===== src/rtl/power_mult_scheduler_pkg.sv =====
// Shared constants for the matrix-power multiply scheduler: FSM state
// encoding and requester indices.
package power_mult_pkg;

  localparam logic [2:0] S_IDLE = 3'd0;
  localparam logic [2:0] S_INIT = 3'd1;
  localparam logic [2:0] S_INC  = 3'd2;
  localparam logic [2:0] S_MUL  = 3'd3;
  localparam logic [2:0] S_DONE = 3'd4;

  localparam logic REQ_0 = 1'b0;
  localparam logic REQ_1 = 1'b1;

endpackage


===== src/rtl/power_mult_scheduler_if.sv =====
// Requester/datapath bundle of the scheduler. The master side is the
// requesting environment; the slave side is the scheduler itself.
interface power_mult_scheduler_if #(
  parameter int EW = 4
);

  logic          req0;
  logic          req1;
  logic [EW-1:0] exp0;
  logic [EW-1:0] exp1;
  logic          gnt0;
  logic          gnt1;
  logic          sel;
  logic          init;
  logic          inc;
  logic          ld_reg;
  logic          done0;
  logic          done1;
  logic          busy;
  logic [EW-1:0] step;

  modport master (
    output req0, req1, exp0, exp1,
    input  gnt0, gnt1, sel, init, inc, ld_reg, done0, done1, busy, step
  );

  modport slave (
    input  req0, req1, exp0, exp1,
    output gnt0, gnt1, sel, init, inc, ld_reg, done0, done1, busy, step
  );

endinterface


===== src/rtl/power_mult_scheduler_rr_arbiter2.sv =====
// Two-way round-robin arbiter, purely combinational. The pointer selects
// the winner only when both requests are present; it is stored by the parent.
module rr_arbiter2 (
  input  logic       req0,
  input  logic       req1,
  input  logic       ptr,
  output logic [1:0] gnt
);

  // Pick a one-hot winner from the two requests and the pointer.
  always_comb begin
    // NOTE: default first so every path assigns gnt and no latch is inferred.
    gnt = 2'b00;
    if (req0 && req1) begin
      gnt = ptr ? 2'b10 : 2'b01;
    end else if (req0) begin
      gnt = 2'b01;
    end else if (req1) begin
      gnt = 2'b10;
    end
  end

endmodule


===== src/rtl/power_mult_scheduler.sv =====
// Sequencer and two-port arbiter for the shared matrix-power datapath.
// Grants the datapath round-robin, latches the clamped exponent of the
// winner, and walks init -> (inc, ld_reg) x e -> done. All outputs decode
// from registered state, so there is no path from req/exp to any output.
module power_mult_scheduler
  import power_mult_pkg::*;
#(
  parameter int EW    = 4,
  parameter int N_MAX = 8
) (
  input  logic                    clk,
  input  logic                    rst,
  power_mult_scheduler_if.slave   bus
);

  localparam logic [EW-1:0] N_MAX_W = EW'(N_MAX);
  localparam logic [EW-1:0] ONE_W   = EW'(1);

  logic [2:0]    state;
  logic          owner;
  logic          ptr;
  logic [EW-1:0] e_q;
  logic [EW-1:0] step_q;

  logic [1:0]    arb_gnt;
  logic          any_req;
  logic          win_owner;
  logic [EW-1:0] exp_win;
  logic [EW-1:0] exp_clamped;

  rr_arbiter2 u_arb (
    .req0 (bus.req0),
    .req1 (bus.req1),
    .ptr  (ptr),
    .gnt  (arb_gnt)
  );

  assign any_req     = bus.req0 | bus.req1;
  assign win_owner   = arb_gnt[1] ? REQ_1 : REQ_0;
  assign exp_win     = (win_owner == REQ_1) ? bus.exp1 : bus.exp0;
  assign exp_clamped = (exp_win > N_MAX_W) ? N_MAX_W : exp_win;

  // FSM, owner/exponent latch, step counter and round-robin pointer.
  always_ff @(posedge clk) begin
    // NOTE: non-blocking assignments so every register updates from the
    // values present before the edge, independent of statement order.
    if (rst) begin
      state  <= S_IDLE;
      owner  <= REQ_0;
      ptr    <= REQ_0;
      e_q    <= '0;
      step_q <= '0;
    end else begin
      case (state)
        S_IDLE: begin
          if (any_req) begin
            owner  <= win_owner;
            e_q    <= exp_clamped;
            step_q <= '0;
            state  <= S_INIT;
          end
        end
        S_INIT: begin
          state <= (e_q == '0) ? S_DONE : S_INC;
        end
        S_INC: begin
          step_q <= step_q + ONE_W;
          state  <= S_MUL;
        end
        S_MUL: begin
          state <= (step_q == e_q) ? S_DONE : S_INC;
        end
        S_DONE: begin
          ptr   <= ~owner;
          state <= S_IDLE;
        end
        default: begin
          state <= S_IDLE;
        end
      endcase
    end
  end

  // Output decode from the registered state and owner.
  assign bus.busy   = (state != S_IDLE);
  assign bus.gnt0   = bus.busy && (owner == REQ_0);
  assign bus.gnt1   = bus.busy && (owner == REQ_1);
  assign bus.sel    = bus.busy && (owner == REQ_1);
  assign bus.init   = (state == S_INIT);
  assign bus.inc    = (state == S_INC);
  assign bus.ld_reg = (state == S_MUL);
  assign bus.done0  = (state == S_DONE) && (owner == REQ_0);
  assign bus.done1  = (state == S_DONE) && (owner == REQ_1);
  assign bus.step   = step_q;

endmodule


===== src/flat_wrapper.sv =====
// flat-port wrapper written by rule: the top's interface ports become plain ports
module power_mult_scheduler_flat import power_mult_pkg::*;
#(
  parameter int EW    = 4,
  parameter int N_MAX = 8
)
  (clk, rst, bus_req0, bus_req1, bus_exp0, bus_exp1, bus_gnt0, bus_gnt1, bus_sel, bus_init, bus_inc, bus_ld_reg, bus_done0, bus_done1, bus_busy, bus_step);
  power_mult_scheduler_if #(.EW(EW)) bus_i ();
  input  logic clk;
  input  logic rst;
  input wire logic [$bits(bus_i.req0)-1:0] bus_req0;
  input wire logic [$bits(bus_i.req1)-1:0] bus_req1;
  input wire logic [$bits(bus_i.exp0)-1:0] bus_exp0;
  input wire logic [$bits(bus_i.exp1)-1:0] bus_exp1;
  output wire logic [$bits(bus_i.gnt0)-1:0] bus_gnt0;
  output wire logic [$bits(bus_i.gnt1)-1:0] bus_gnt1;
  output wire logic [$bits(bus_i.sel)-1:0] bus_sel;
  output wire logic [$bits(bus_i.init)-1:0] bus_init;
  output wire logic [$bits(bus_i.inc)-1:0] bus_inc;
  output wire logic [$bits(bus_i.ld_reg)-1:0] bus_ld_reg;
  output wire logic [$bits(bus_i.done0)-1:0] bus_done0;
  output wire logic [$bits(bus_i.done1)-1:0] bus_done1;
  output wire logic [$bits(bus_i.busy)-1:0] bus_busy;
  output wire logic [$bits(bus_i.step)-1:0] bus_step;
  assign bus_i.req0 = bus_req0;
  assign bus_i.req1 = bus_req1;
  assign bus_i.exp0 = bus_exp0;
  assign bus_i.exp1 = bus_exp1;
  assign bus_gnt0 = bus_i.gnt0;
  assign bus_gnt1 = bus_i.gnt1;
  assign bus_sel = bus_i.sel;
  assign bus_init = bus_i.init;
  assign bus_inc = bus_i.inc;
  assign bus_ld_reg = bus_i.ld_reg;
  assign bus_done0 = bus_i.done0;
  assign bus_done1 = bus_i.done1;
  assign bus_busy = bus_i.busy;
  assign bus_step = bus_i.step;
  power_mult_scheduler #(.EW(EW), .N_MAX(N_MAX)) u_core (.clk(clk), .rst(rst), .bus(bus_i));
endmodule

===== config.mk =====
export PLATFORM = sky130hd
export DESIGN_NAME = power_mult_scheduler_flat
export DESIGN_NICKNAME = d
export VERILOG_FILES = /design/src/rtl/power_mult_scheduler_pkg.sv /design/src/rtl/power_mult_scheduler_if.sv /design/src/rtl/power_mult_scheduler_rr_arbiter2.sv /design/src/rtl/power_mult_scheduler.sv /design/src/flat_wrapper.sv
export SDC_FILE = /design/constraint.sdc
export NUM_CORES = 1
export LEC_CHECK = 0
export CAP_MARGIN = 10
export CORE_MARGIN = 3
export CORE_UTILIZATION = 43
export CTS_CLUSTER_DIAMETER = 50
export DETAILED_ROUTE_END_ITERATION = 8
export PLACE_DENSITY = 0.72
export RECOVER_POWER = 100
export SLEW_MARGIN = 10
export SYNTH_ARGS = -nofsm -noshare
export SYNTH_HDL_FRONTEND = slang
export SYNTH_HIERARCHICAL = 1
export SYNTH_SLANG_ARGS = --single-unit
export TNS_END_PERCENT = 5

===== constraint.sdc =====
create_clock -name clk -period 1.4 [get_ports clk]
set_input_delay 0.28 -clock clk [delete_from_list [all_inputs] [get_ports clk]]
set_output_delay 0.28 -clock clk [all_outputs]
set_load 0.02 [all_outputs]

# --- After elaboration in Yosys (flattened, before gate mapping) ---
# Cells that the tools add are included.
classes:
  add_sub_neg: 1
  order_cmp: 1
  n_eq_ne: 6
  n_mux: 13
  n_bitwise: 2
  reduce_logical: 11
op_table:
  columns: ["op", "count"]
  rows:
  - ["two-way mux 4 bit", 3]
  - ["case mux 3 bit (4 select lines)", 1]
  - ["two-way mux 3 bit", 3]
  - ["two-way mux 2 bit", 4]
  - ["case mux 4 bit (2 select lines)", 1]
  - ["equality test 3 x 2 -> 1 bit, second input constant", 2]
  - ["logical AND 1 bit", 5]
  - ["adder 4 x 1 -> 4 bit, second input constant", 1]
  - ["equality test 4 bit", 1]
  - ["> comparator 4 bit, second input constant", 1]
  - ["zero test 4 bit", 1]
  - ["AND reduction 2 bit", 2]
  - ["equality test 3 x 1 -> 1 bit, second input constant", 1]
  - ["equality test 3 bit, second input constant", 1]
  - ["zero test 3 bit", 1]
  - ["nonzero test 3 bit", 1]
  - ["inequality test 2 x 1 -> 1 bit, second input constant", 1]
  - ["nonzero test 2 bit", 1]
  - ["two-way mux 1 bit", 1]
  - ["inverter 1 bit", 1]
  - ["bitwise OR 1 bit", 1]
totals:
  regBits: 13
  in_bits: 12

# --- Logic depth before layout (Yosys ltp) ---
# Gate-level depths: netlist of run 1.
logic_depth:
  word_depth: 7
  mapped_depth: 6

# --- Hierarchy ---
# The synthesis of run 1 kept the hierarchy.
by_module_without_submodules:
  columns: ["module", "instances", "cells_per_inst", "area_each_um2", "seq_area_each_um2"]
  rows:
  - ["power_mult_scheduler", 1, 85, 759.5, 260.2]
  - ["rr_arbiter2", 1, 3, 18.8, 0.0]

# --- Worst setup path after synthesis of run 1 ---
# Ideal clock, no wire load.
synth_timing:
  path_kind: "flip-flop to output port"
  start: "register u_core.state[2]"
  end: "output bus_sel"
  arrival_time_ps: 1255
  required_ps: 1120
  slack_ps: -135
  stages_incl_launch_ff: 5
  n_path_buf: 1
  cell_sequence: "dfxtp_1 nor3_4 inv_2 and2_1 buf_4"
synth_via:
  elab_chain_len: 2
synth_rtl:
  columns: ["item", "line", "rtl"]
  rows:
  - ["from (decl)", "power_mult_scheduler.sv:19", "logic [2:0] state;"]
  - ["from (signal assigned)", "power_mult_scheduler.sv:64", "state <= (e_q == '0) ? S_DONE : S_INC;"]
  - ["from (signal assigned)", "power_mult_scheduler.sv:71", "state <= (step_q == e_q) ? S_DONE : S_INC;"]
  - ["nonzero test 3 bit", "power_mult_scheduler.sv:85", "assign bus.busy = (state != S_IDLE);"]
  - ["via bus_busy", "flat_wrapper.sv:23", "output wire logic [$bits(bus_i.busy)-1:0] bus_busy;"]
  - ["logical AND 1 bit", null, null]
  - ["to (decl)", "flat_wrapper.sv:17", "output wire logic [$bits(bus_i.sel)-1:0] bus_sel;"]
# The timed path passes the listed nets, and every way through them passes these cells.

# --- Worst setup path in the final report of run 1 ---
layout_timing:
  start: "register u_core.state[2]"
  end: "output bus_gnt0"
layout_via:
  elab_chain_len: 2
layout_rtl:
  columns: ["item", "line", "rtl"]
  rows:
  - ["nonzero test 3 bit", "power_mult_scheduler.sv:85", null]
  - ["logical AND 1 bit", "power_mult_scheduler.sv:86", "assign bus.gnt0 = bus.busy && (owner == REQ_0);"]
  - ["to (decl)", "flat_wrapper.sv:15", "output wire logic [$bits(bus_i.gnt0)-1:0] bus_gnt0;"]
# Every way passes these cells.

==> metrics, run 1 <==
net switching power 0.0004313 W; starting density of the core 48.35%; max cap viols 0; relative slew slack 76.01%; post-synthesis net count 100; Syn Area/Cell about 8.9 um^2; reg2reg path depth 6; multi-input logic area about 460 um^2; synthesis-to-finish area growth 50.97%; Final Hold Fails 0; status finished with violations; WL final 1855 um; pre-CTS WS -0.2450 ns; H-tree depth 1; post-route setup TNS -0.3289 ns; worst r2r src u_core/state[2]; CP Cell Sequence nor3_4 > buf_4 > nor2_1 > buf_2; violations in the final reports negative setup slack; worst hold slack between 0.4 and 0.5 ns; r2r setup slk 0.06 ns; Die Wd between 40 and 50 um; Crit path max-delay family flip-flops; clock group share of total power 18.9%; Reg power frac 38.8%; All-Layer GR Usage approximately 16%; Worst Hold Endpoint u_core/bus.step[2]; IO Count 25; worst path required time 1.12 ns; Worst Tran Pin Value 0.3565 ns; crit-path max FO 7; power density over the cells approximately 1100 mW/mm^2; Pint ~0.0008 W; deepest clock path buffer count 2; die footprint 0.002336 mm^2; final setup violation count 5; port bufs 24; Buf/Inv on CP 2; Post-Syn Instances 87; f_max 667.6 MHz; CP Class reg -> out; hold path depth 4; # diodes 0; cts bufs inserted 3; Critical Path Start Type flop; fillers 130; GRT overflow 0; critical path data arrival time between 1 and 1.5 ns; routed vias/inst 5.265; routed length per instance 12.28 um; core footprint 0.001594 mm^2; standard-cell rows 14; worst-skew pair later-pin latency ~0.27 ns; Crit. End Element output pin; layout cells sized above 1 33.07%; largest net degree at the start of global routing 9; Hold Crit Class in -> reg; commonest non-fill, non-tap cells in the layout 18 x buf_4, 10 x dfxtp_1, 9 x clkdlybuf4s50_1, 8 x a21oi_1, 6 x nor2_1; fin nets between 100 and 150; Switching Fraction 34.97%; TritonCTS clock tree built; period utilization 107.0%; Die Y-Extent between 40 and 50 um; Comb pwr share roughly 42%; number of global-route vias before repair 712; Worst Clk Skew 0.003977 ns; DRC violations left 0; clock tree sinks 13; routability congestion estimate 0.7647; CTS root buf clkbuf_4; RSZ-0062 raised after global routing true; Vias around 800; register area 271.5 um^2; Final WS setup -0.09795 ns; crit path time final 1.498 ns; CTS clk-pin slew, worst paths 0.08 ns; antenna violations before repair 0; Yosys Warn Count 6; Pins Over Slew Limit 0; DP HPWL 1376 um; global-route wire length before repair 3118 um; RR Endpoint u_core/bus.step[3]; Starting DRT DRC Count 13; Slowest-stage cell, CP dfxtp_4; Hold Crit Start bus_req1; VDD IR max between 0.8 and 0.9 mV; Leak Pwr 0.5271 nW; remaining antenna violation count after routing 0; most common cell after layout, fill and taps aside buf_4; max incr delay on CP 0.38 ns; Pre-antenna DRT Iters 4; Syn Std Cell Area 770.7 um^2
[metrics by stage]
| step | utilization [%] | cell area [um^2] | total power (W) | instances |
|---|---|---|---|---|
| 4_1_cts | 69.86 | 1114 | 0.001187 | 148 |
| 5_1_grt | 73.00 | 1164 | 0.001319 | 151 |
| 3_3_place_gp | 69.70 | 1111 | 0.0009613 | 143 |
| 3_5_place_dp | 69.70 | 1111 | 0.0009674 | 143 |
| 2_1_floorplan | - | 778.2 | 0.0007659 | 87 |
| 6_report | 73.00 | 1164 | 0.001234 | 151 |
[layer usage]
layer	part of all wire (%)	up-vias	routed length [um]	global-route usage (%)
met1	44	371	811	19.89
met2	50	21	934	29.13
met3	5.3	2	98	3.681
met5	0	-	0	0
met4	0.54	0	10	4.265
li1	-	401	-	-
[flip-flops by register name (all words and copies together) (netlist names)]
register	count
u_core/e_q	4
u_core/ptr	1
u_core/state	3
u_core/bus.step	4
u_core/owner	1
[area by class of cell]
cell class	count	share of cell area [%]
clock buffers	4	2.258
multi-input cells	64	39.78
inverters	3	0.9677
flip-flops and latches	13	23.33
well taps	24	2.581
repair buffers	43	31.08
[tightest hold or removal path: stages]
cell            delay (ns)
dlymetal6s2s_1        0.13
nor2_1                0.10
nor2_4                0.13
nor3_1                0.07
[power by group through the flow]
stage	Clock [W]	Sequential [W]	Combinational, W
finish	0.000233	0.000479	0.000522
global placement	0	0.000478	0.000483
detailed placement	0	0.000480	0.000488
global route	0.000259	0.000489	0.000570
floorplan	0	0.000470	0.000296
CTS	0.000242	0.000474	0.000471
[how the worst max path moves through the flow]
stage                     slack, ns            start  cells after the start            end
after floorplan               0.007  u_core/state[0]                      2       bus_init
after global placement        -0.21         bus_req1                      6  u_core/e_q[2]
after detailed placement      -0.24  u_core/state[1]                      3      bus_done1
after CTS                     -0.16  u_core/state[0]                      3        bus_inc
after global routing          -0.18  u_core/state[2]                      4       bus_gnt0
final                          -0.1  u_core/state[2]                      4       bus_gnt0
[timing repair]
item | in CTS | in global routing
setup endpoints to repair | 13 | 10
pin swaps | 1 | 3
buffers inserted | 1 | 3
gates resized for setup | 42 | 18
hold buffers | 0 | 0
(Power assumes the default switching activity.)
==> run 2: changes to the inputs <==
--- a/config.mk
+++ b/config.mk
@@ -8,7 +8,6 @@
 export CAP_MARGIN = 10
 export CORE_MARGIN = 3
 export CORE_UTILIZATION = 43
-export CTS_CLUSTER_DIAMETER = 50
 export DETAILED_ROUTE_END_ITERATION = 8
 export PLACE_DENSITY = 0.72
 export RECOVER_POWER = 100
==> results of run 2 <==
Final layout, timing and power as in run 1 (identical DEF).
==> run 3: changes to the inputs <==
--- a/config.mk
+++ b/config.mk
@@ -9,8 +9,10 @@
 export CORE_MARGIN = 3
 export CORE_UTILIZATION = 43
 export DETAILED_ROUTE_END_ITERATION = 8
+export GPL_ROUTABILITY_DRIVEN = 0
 export PLACE_DENSITY = 0.72
 export RECOVER_POWER = 100
+export REMOVE_ABC_BUFFERS = 1
 export SLEW_MARGIN = 10
 export SYNTH_ARGS = -nofsm -noshare
 export SYNTH_HDL_FRONTEND = slang
==> run 3 against run 2 <==
Effect of this change:
- hold slack better by 0.042 ns
- first-iteration DRC count is 38% lower
- clock power is 2% higher
- combinational power about the same
- count of clock-buffer cells in the layout stayed put
- global-route usage rose by 1.5 points
- design area is 1.1% higher
- the run still ends with negative setup slack left
- fmax fell by 1.5%
- utilization increased by 0.79 points
- routed wire length up 2.3%
- critical path depth unchanged
- sequential share of layout area shrank 0.46 points
==> metrics, run 3 (synthesized netlist as in run 1, its figures left out) <==
total power 0.001240 W (+0.49%); Die Y-Extent 48.34 um (unchanged); port bufs 24 (unchanged); CTS clk-pin slew, worst paths 0.08 ns (about the same); worst path required time 1.12 ns (about the same); max incr delay on CP 0.38 ns (about the same); r2r setup slk 0.12 ns (+0.06 ns); period utilization 108.6% (+1.6 points); Final WS setup -0.1206 ns (-0.02268 ns); number of global-route vias before repair 812 (+14%); max cap viols 0 (unchanged); Leak Pwr 0.5262 nW (-0.16%); reg2reg path depth 4 (-2); Crit. End Element output pin; critical path data arrival time 1.24 ns (+0.02 ns); Pre-antenna DRT Iters 4 (unchanged); Pint 0.0008056 W (+0.42%); commonest non-fill, non-tap cells in the layout 21 x buf_4, 10 x dfxtp_1, 9 x clkdlybuf4s50_1, 8 x a21oi_1, 6 x buf_6; Critical path destination bus_sel; net switching power 0.0004340 W (+0.62%); RSZ-0062 raised after global routing true; Critical path origin u_core/state[1]; routed vias/inst 5.311 (+0.88%); Comb pwr share 42.4% (about the same); GRT overflow 0 (unchanged); clock tree sinks 13 (unchanged); crit path time final 1.521 ns (+0.02268 ns); power density over the cells 1054 mW/mm^2 (-0.58%); antenna violations before repair 0 (unchanged); Crit path max-delay family simple AND/OR/NAND/NOR gates; largest net degree at the start of global routing 10 (+1); die footprint 0.002336 mm^2 (unchanged); Buf/Inv on CP 2 (unchanged); CTS root buf clkbuf_4; Critical Path Start Type flop; standard-cell rows 14 (unchanged); fillers 134 (+3.1%); Vias 802 (+0.88%); fin nets 141 (unchanged); IO Count 25 (unchanged); starting density of the core 48.35% (unchanged); Crit. path cell count 4 (unchanged); Worst Clk Skew 0.004076 ns (+0.00009894 ns); synthesis-to-finish area growth 52.60%; f_max 657.6 MHz (-1.5%); # diodes 0 (unchanged); CP Class reg -> out; deepest clock path buffer count 2 (unchanged); Final Hold Fails 0 (unchanged); final setup violation count 9 (+4); global-route wire length before repair 3305 um (+6.0%); Hold Crit Class reg -> reg; most common cell after layout, fill and taps aside buf_4; relative slew slack 74.54% (-1.5 points); core footprint 0.001594 mm^2 (unchanged); VDD IR max 0.8406 mV (+1.3%); cts bufs inserted 3 (unchanged); DP HPWL 1498 um (+8.9%); worst-skew pair later-pin latency 0.28 ns (about the same); layout cells sized above 1 35.43% (+2.4 points); remaining antenna violation count after routing 0 (unchanged); violations in the final reports negative setup slack; Die Wd 48.34 um (unchanged); placed cell count 146 (+2.1%); Reg power frac 38.4% (-0.4 points); DRC violations left 0 (unchanged); CP Cell Sequence nor3_4 > inv_2 > and2_4 > buf_6; routed length per instance 12.57 um (+2.3%); crit-path max FO 7 (unchanged); Slowest-stage cell, CP dfxtp_4; worst r2r src u_core/bus.step[1]; WL final 1898 um (+2.3%); Worst Tran Pin Value 0.3784 ns (+0.02191 ns); final std cells w/o fill 151 (unchanged); Switching Fraction 35.01% (+0.044 points); All-Layer GR Usage 17.93% (+1.5 points); status finished with violations; RR Endpoint u_core/state[1]; Starting DRT DRC Count 8 (-5); Pins Over Slew Limit 0 (unchanged); clock group share of total power 19.2% (+0.3 points); H-tree depth 1 (unchanged); TritonCTS clock tree built
-- run 3: how the worst min path moves through the flow --
stage                       startpoint                  to  slack [ns]  cells past startpoint
global route        u_core/bus.step[1]  u_core/bus.step[1]        0.56                      2
global placement    u_core/bus.step[1]  u_core/bus.step[1]        0.49                      2
detailed placement          u_core/ptr          u_core/ptr        0.52                      2
CTS                         u_core/ptr          u_core/ptr        0.53                      2
floorplan                          rst  u_core/bus.step[0]        0.35                      1
finish                      u_core/ptr          u_core/ptr        0.53                      2
-- run 3: power by group through the flow --
stage          clock network, W  registers (W)  logic, W
3_5_place_dp                  0       0.000480  0.000509
2_1_floorplan                 0       0.000486  0.000246
5_1_grt                0.000269       0.000486  0.000572
3_3_place_gp                  0       0.000478  0.000501
4_1_cts                0.000250       0.000477  0.000506
6_report               0.000238       0.000476  0.000525
-- run 3: tightest hold or removal path, cell delays in order (launching register included) --
cell,delay (ns)
dfxtp_1,0.33
a21oi_1,0.11
nor3_1,0.05
-- run 3: timing repair --
| action | in CTS | in global routing |
|---|---|---|
| gates resized for setup | 58 | 7 |
| pin swaps | 2 | 2 |
| hold buffers | 0 | 0 |
| endpoints found under the setup margin | 13 | 9 |
| setup buffers | 0 | 1 |
-- run 3: stage by stage --
| step | setup slack [ns] | TNS [ns] | hold slack (ns) | area (um^2) | utilization (%) |
|---|---|---|---|---|---|
| CTS | -0.1413 | -0.6136 | 0.5337 | 1152 | 72.29 |
| global route | -0.1839 | -1.442 | 0.5593 | 1176 | 73.78 |
| detailed placement | -0.2781 | -3.214 | 0.5211 | 1130 | 70.88 |
| floorplan | -0.1051 | -0.2101 | 0.3491 | 724.4 | - |
| finish | -0.1206 | -0.5801 | 0.5279 | 1176 | 73.78 |
| global placement | -0.2448 | -2.887 | 0.4947 | 1130 | 70.88 |
-- run 3: area by class of cell --
cell class | count | area [um^2] | share of cell area (%)
multi-input combinational | 64 | 465.4 | 39.57
timing repair buffer | 43 | 374.1 | 31.81
sequential | 13 | 269.0 | 22.87
tap | 24 | 30.03 | 2.553
clock buffer | 4 | 26.28 | 2.234
inverter | 3 | 11.26 | 0.9574
-- run 3: layer usage --
| layer | GRT usage, % | vias up | wire [um] |
|---|---|---|---|
| met1 | 18.68 | 376 | 791 |
| met3 | 3.067 | 6 | 68 |
| li1 | - | 401 | - |
| met2 | 31.88 | 19 | 990 |
| met5 | 0 | - | 0 |
| met4 | 13.74 | 0 | 46 |
